### config.mk
export PLATFORM = sky130hd
export DESIGN_NAME = hci_bank_ts_arbiter
export DESIGN_NICKNAME = d
export VERILOG_FILES = /design/src/rtl/hci_bank_ts_arbiter.sv
export SDC_FILE = /design/constraint.sdc
export NUM_CORES = 1
export LEC_CHECK = 0
export BUFFER_PORTS_ARGS = -buffer_cell sky130_fd_sc_hd__buf_2
export CAP_MARGIN = 20
export CELL_PAD_IN_SITES_DETAIL_PLACEMENT = 1
export CELL_PAD_IN_SITES_GLOBAL_PLACEMENT = 2
export CORE_MARGIN = 4
export CORE_UTILIZATION = 17
export DETAILED_ROUTE_END_ITERATION = 7
export PLACE_DENSITY = 0.8
export SYNTH_ARGS = -nofsm -noshare
export SYNTH_HDL_FRONTEND = slang
export SYNTH_SLANG_ARGS = --single-unit
### constraint.sdc
create_clock -name clk_i -period 3.2 [get_ports clk_i]
set_input_delay 0.48 -clock clk_i [delete_from_list [all_inputs] [get_ports clk_i]]
set_output_delay 0.48 -clock clk_i [all_outputs]
set_load 0.05 [all_outputs]
### src/rtl/hci_bank_ts_arbiter.sv
// rtl/hci_bank_ts_arbiter.sv - per-bank HCI arbiter with atomic test-and-set sequencing
module hci_bank_ts_arbiter #(
  parameter int N_REQ = 4,
  parameter int AW    = 12,
  parameter int DW    = 32,
  parameter int BW    = 8,
  parameter int IW    = 2
) (
  input  logic                    clk_i,
  input  logic                    rst_ni,
  input  logic                    arb_policy_i,
  input  logic [N_REQ-1:0]        req_i,
  input  logic [N_REQ*AW-1:0]     add_i,
  input  logic [N_REQ-1:0]        wen_i,
  input  logic [N_REQ*DW-1:0]     wdata_i,
  input  logic [N_REQ*DW/BW-1:0]  be_i,
  input  logic [N_REQ-1:0]        ts_i,
  output logic [N_REQ-1:0]        gnt_o,
  output logic [N_REQ-1:0]        r_valid_o,
  output logic [DW-1:0]           r_data_o,
  output logic                    mem_req_o,
  output logic [AW-1:0]           mem_add_o,
  output logic                    mem_wen_o,
  output logic [DW-1:0]           mem_wdata_o,
  output logic [DW/BW-1:0]        mem_be_o,
  input  logic                    mem_gnt_i,
  input  logic [DW-1:0]           mem_r_data_i,
  output logic [IW-1:0]           winner_o
);

  localparam int BEW = DW / BW;

  typedef enum logic {
    IDLE  = 1'b0,
    TS_WR = 1'b1
  } state_t;

  state_t          state_q, state_d;
  logic [IW-1:0]   rr_ptr_q, rr_ptr_d;
  logic [AW-1:0]   ts_add_q, ts_add_d;
  logic [IW-1:0]   ts_idx_q, ts_idx_d;
  logic            resp_pending_q, resp_pending_d;
  logic [IW-1:0]   resp_idx_q, resp_idx_d;

  logic            any_req;
  logic [IW-1:0]   winner;
  logic [IW:0]     cand;

  // Pick the winner: scan from rr_ptr with wrap (round-robin) or from index 0 (fixed priority)
  always_comb begin
    any_req = 1'b0;
    winner  = '0;
    cand    = '0;
    for (int i = 0; i < N_REQ; i++) begin
      if (arb_policy_i) begin
        cand = (IW+1)'(i);
      end else begin
        cand = {1'b0, rr_ptr_q} + (IW+1)'(i);
        if (cand >= (IW+1)'(N_REQ)) cand = cand - (IW+1)'(N_REQ);
      end
      if (!any_req && req_i[cand]) begin
        any_req = 1'b1;
        winner  = cand[IW-1:0];
      end
    end
  end

  // Sequencer: IDLE forwards the winner to the bank, TS_WR locks the bank for the all-ones write
  always_comb begin
    state_d        = state_q;
    rr_ptr_d       = rr_ptr_q;
    ts_add_d       = ts_add_q;
    ts_idx_d       = ts_idx_q;
    resp_pending_d = 1'b0;
    resp_idx_d     = resp_idx_q;
    gnt_o          = '0;
    mem_req_o      = 1'b0;
    mem_add_o      = '0;
    mem_wen_o      = 1'b0;
    mem_wdata_o    = '0;
    mem_be_o       = '0;
    winner_o       = '0;
    unique case (state_q)
      IDLE: begin
        winner_o = winner;
        if (any_req) begin
          mem_req_o     = 1'b1;
          mem_add_o     = add_i[int'(winner)*AW +: AW];
          mem_wen_o     = wen_i[winner];
          mem_wdata_o   = wdata_i[int'(winner)*DW +: DW];
          mem_be_o      = be_i[int'(winner)*BEW +: BEW];
          gnt_o[winner] = mem_gnt_i;
          if (mem_gnt_i) begin
            resp_pending_d = 1'b1;
            resp_idx_d     = winner;
            if (!arb_policy_i) begin
              rr_ptr_d = (winner == IW'(N_REQ-1)) ? '0 : winner + IW'(1);
            end
            if (ts_i[winner] && wen_i[winner]) begin
              ts_add_d = add_i[int'(winner)*AW +: AW];
              ts_idx_d = winner;
              state_d  = TS_WR;
            end
          end
        end
      end
      TS_WR: begin
        winner_o    = ts_idx_q;
        mem_req_o   = 1'b1;
        mem_wen_o   = 1'b0;
        mem_add_o   = ts_add_q;
        mem_wdata_o = '1;
        mem_be_o    = '1;
        if (mem_gnt_i) state_d = IDLE;
      end
      default: state_d = IDLE;
    endcase
    // While reset is held the bank and requesters see a quiet interface
    if (!rst_ni) begin
      gnt_o     = '0;
      mem_req_o = 1'b0;
      winner_o  = '0;
    end
  end

  // Return path: one-hot valid for the requester granted last cycle, data straight from the bank
  always_comb begin
    r_valid_o = '0;
    if (resp_pending_q) r_valid_o[resp_idx_q] = 1'b1;
    r_data_o = mem_r_data_i;
  end

  // State registers; reset abandons any pending test-and-set write
  always_ff @(posedge clk_i or negedge rst_ni) begin
    if (!rst_ni) begin
      state_q        <= IDLE;
      rr_ptr_q       <= '0;
      ts_add_q       <= '0;
      ts_idx_q       <= '0;
      resp_pending_q <= 1'b0;
      resp_idx_q     <= '0;
    end else begin
      state_q        <= state_d;
      rr_ptr_q       <= rr_ptr_d;
      ts_add_q       <= ts_add_d;
      ts_idx_q       <= ts_idx_d;
      resp_pending_q <= resp_pending_d;
      resp_idx_q     <= resp_idx_d;
    end
  end

endmodule

==> summary.txt <==
Worst setup path
  – Flop2flop setup slack: 0.43 ns
  – WS Path Type: flop to output pin
  – R2R depth: 8
  – Critical path launch point type: flop
  – R2r startpoint: rr_ptr_q[1]
  – Data required time of the worst path: 2.72 ns
  – CP Max Fanout: 19
  – Critical Path AT: 2.56 ns
  – CP endpoint kind: output pin
  – R2r endpoint: ts_add_q[3]

Cells and area
  – Area Growth Syn to Fin: 50.6%
  – Final instance area: 4660 µm²
  – # fillers: 2,249
  – Multi-input logic area: 2200 µm²
  – Commonest non-fill, non-tap cell in the layout: buf_2
  – Nets@finish: 827
  – Commonest non-fill, non-tap cells in the layout: buf_2, mux2i_1, nand2_1, o221ai_1, a21oi_1
  – Storage cell area: 502 µm²
  – Non-Filler Instances: 813
  – Fin util: 26.0%
  – Share of layout cells above drive strength 1: 53.6%

Power and ir drop
  – Maximum vdd drop: 0.627 mV
  – Lkg Pwr: 2.32 nW
  – Pwr Total: 4.94 mW
  – PwrDens: 1060 nW/µm²

Timing
  – RSZ-0062 raised after global routing: true
  – Min Tclk post-route: 3.04 ns
  – FMAX: 0.329 GHz
  – Clk_skew: 0.00222 ns
  – Setup TNS: 0 ns
  – Setup Viol. Count Final: 0
  – Final worst setup slack: 0.162 ns
  – WHS: 0.220 ns
  – Max transition margin: 57.6%
  – Fin crit share: 94.9%
  – Max Slew Vio Count: 0
  – Worst-margin pin slew: 0.636 ns
  – Final hold violations: 0

Place
  – Post-Place Worst Slack: 0.0790 ns
  – Placed Instances: 807
  – PortBufs: 267
  – Hpwl dp: 12,500 µm
  – Placement Cell Area: 4520 µm²
  – Gpl congestion: 0.775

Yosys
  – Synth Instances: 365
  – Avg Cell Area, Syn: 8.48 µm²
  – Mapped Area: 3100 µm²
  – Post-synthesis register bit count: 20
  – Cell variety after synth: 45
  – Yosys warns: 0
  – Syn_nets: 609
  – Sequential area share after synthesis: 16.2%

Clock tree
  – TritonCTS clock tree: done
  – CTS Sinks: 20
  – Clock buffer depth: 2
  – Clock Latency Late Sink: 0.25 ns
  – Post-CTS Setup Inserts: 0
  – Post-CTS Resized: 1
  – CTS Root Cell: clkbuf_16
  – Htree depth: 1
  – CTS clk-pin slew, worst paths: 0.06 ns
  – Hold Buf Count CTS: 0
  – Num CTS Buffers: 3

Route
  – Top sig layer: met4
  – Final WL: 15,000 µm
  – DRT Pass-1 Iters: 4
  – Via/cell ratio: 4.60
  – Met3 WL: 1230 µm
  – WL/cell: 18.5 µm
  – DRC viols: 0
  – Vias: 3,740
  – Met2 wire len: 7590 µm
  – WL met1: 6030 µm
  – Antenna-violating nets left: 0
  – Initial DRC Count: 71

Die
  – Cell Rows: 49
  – Die Span Y: 143 µm
  – Core region area: 18,000 µm²
  – IO Count: 332
  – Initial core utilization: 17.2%
  – Die Wd: 143 µm
  – Die area: 20,400 µm²

Global routing
  – First-pass GRT wire length: 21,400 µm
  – Grt ovf: 0
  – Vias in the first global route: 3,726
  – Total track usage: 13.3%
  – Antenna violations before repair: 2
  – Largest net degree at the start of global routing: 54

Run status
  – Outcome: finished, final reports clean

Hold path
  – Hold Crit Class: input pin to async pin

Flow run
  – Total of max-cap violations: 0
cell type report:
type | instances | share of cell area, %
repair buffers | 279 | 33.5
flip-flops and latches | 20 | 10.8
inverters | 6 | 0.483
well taps | 229 | 6.14
multi-input cells | 273 | 47.1
diodes | 2 | 0.107
clock buffers | 4 | 1.91
cells in the mapped netlist (all sizes together):
master	instances	area, µm²
o21a	1	7.51
and2b	1	10.0
dfrtp	20	500
a22o	14	123
nor2	12	47.6
nand2b	4	25.0
nor3b	2	15.0
clkbuf	13	48.8
ha	4	50.1
nand2	39	146
a2111oi	1	8.76
nand3	1	10.0
a2111o	1	11.3
nor4bb	1	10.0
nor2b	1	6.26
and3	5	31.3
a32o	1	10.0
o21ai	7	35.0
inv	6	22.5
a21boi	3	22.5
nand3b	1	7.51
mux2	13	176
buf	53	359
o221ai	36	315
o22ai	1	6.26
mux2i	76	764
and3b	2	17.5
nor4	2	12.5
a21oi	25	125
a32oi	1	8.76
o21bai	1	18.8
and2	1	6.26
a22oi	14	119
a2bb2oi	1	8.76
a311o	1	10.0
worst max-delay path by stage:
| stage | start | slack (ns) | cells past startpoint | to |
|---|---|---|---|---|
| floorplan | arb_policy_i | 0.06 | 9 | mem_wdata_o[14] |
| global placement | arb_policy_i | 0.08 | 10 | mem_add_o[7] |
| detailed placement | arb_policy_i | 0.08 | 10 | mem_add_o[7] |
| CTS | rr_ptr_q[0] | 0.02 | 9 | mem_add_o[7] |
| global route | rr_ptr_q[0] | -0.003 | 8 | mem_wdata_o[30] |
| finish | rr_ptr_q[0] | 0.16 | 10 | mem_add_o[7] |
critical path, cell delays in order (launching register included):
cell and delay (ns):
dfrtp_1 0.47, nor4bb_1 0.19, a311o_1 0.34, o21ai_1 0.15
nand3_2 0.10, inv_2 0.13, buf_12 0.17, a21oi_1 0.06
a22oi_2 0.23, a22o_1 0.20, clkbuf_4 0.24
sequential cells by signal (all words and copies together), names as in the netlist:
signal / flops
resp_idx_q: 2
rr_ptr_q: 2
ts_add_q: 12
resp_pending_q: 1
state_q: 1
ts_idx_q: 2
metal layers:
metal / vias up / track usage (%)
met5: - / 0
met1: 1741 / 16.2
met4: 0 / 2.55
li1: 1802 / -
met3: 16 / 2.78
met2: 181 / 24.2
where the power goes:
part / internal (mW) / total [mW] / leakage (nW) / switching (mW)
Combinational: 1.35 / 4.16 / 2.04 / 2.81
Sequential: 0.376 / 0.497 / 0.240 / 0.121
Clock: 0.190 / 0.284 / 0.0442 / 0.0935
logic make-up (layout without fill, tap and decap cells):
logic type	count (synthesis)	after routing	share of synthesized area (%)
compound gates	108	108	26.8
other cells	0	2	0
simple gates	72	72	11.2
mux	89	89	30.4
flops	20	20	16.2
buf+inv	72	289	13.9
fa+ha+maj	4	4	1.62
Note: power is estimated with default switching activity, not from simulation.
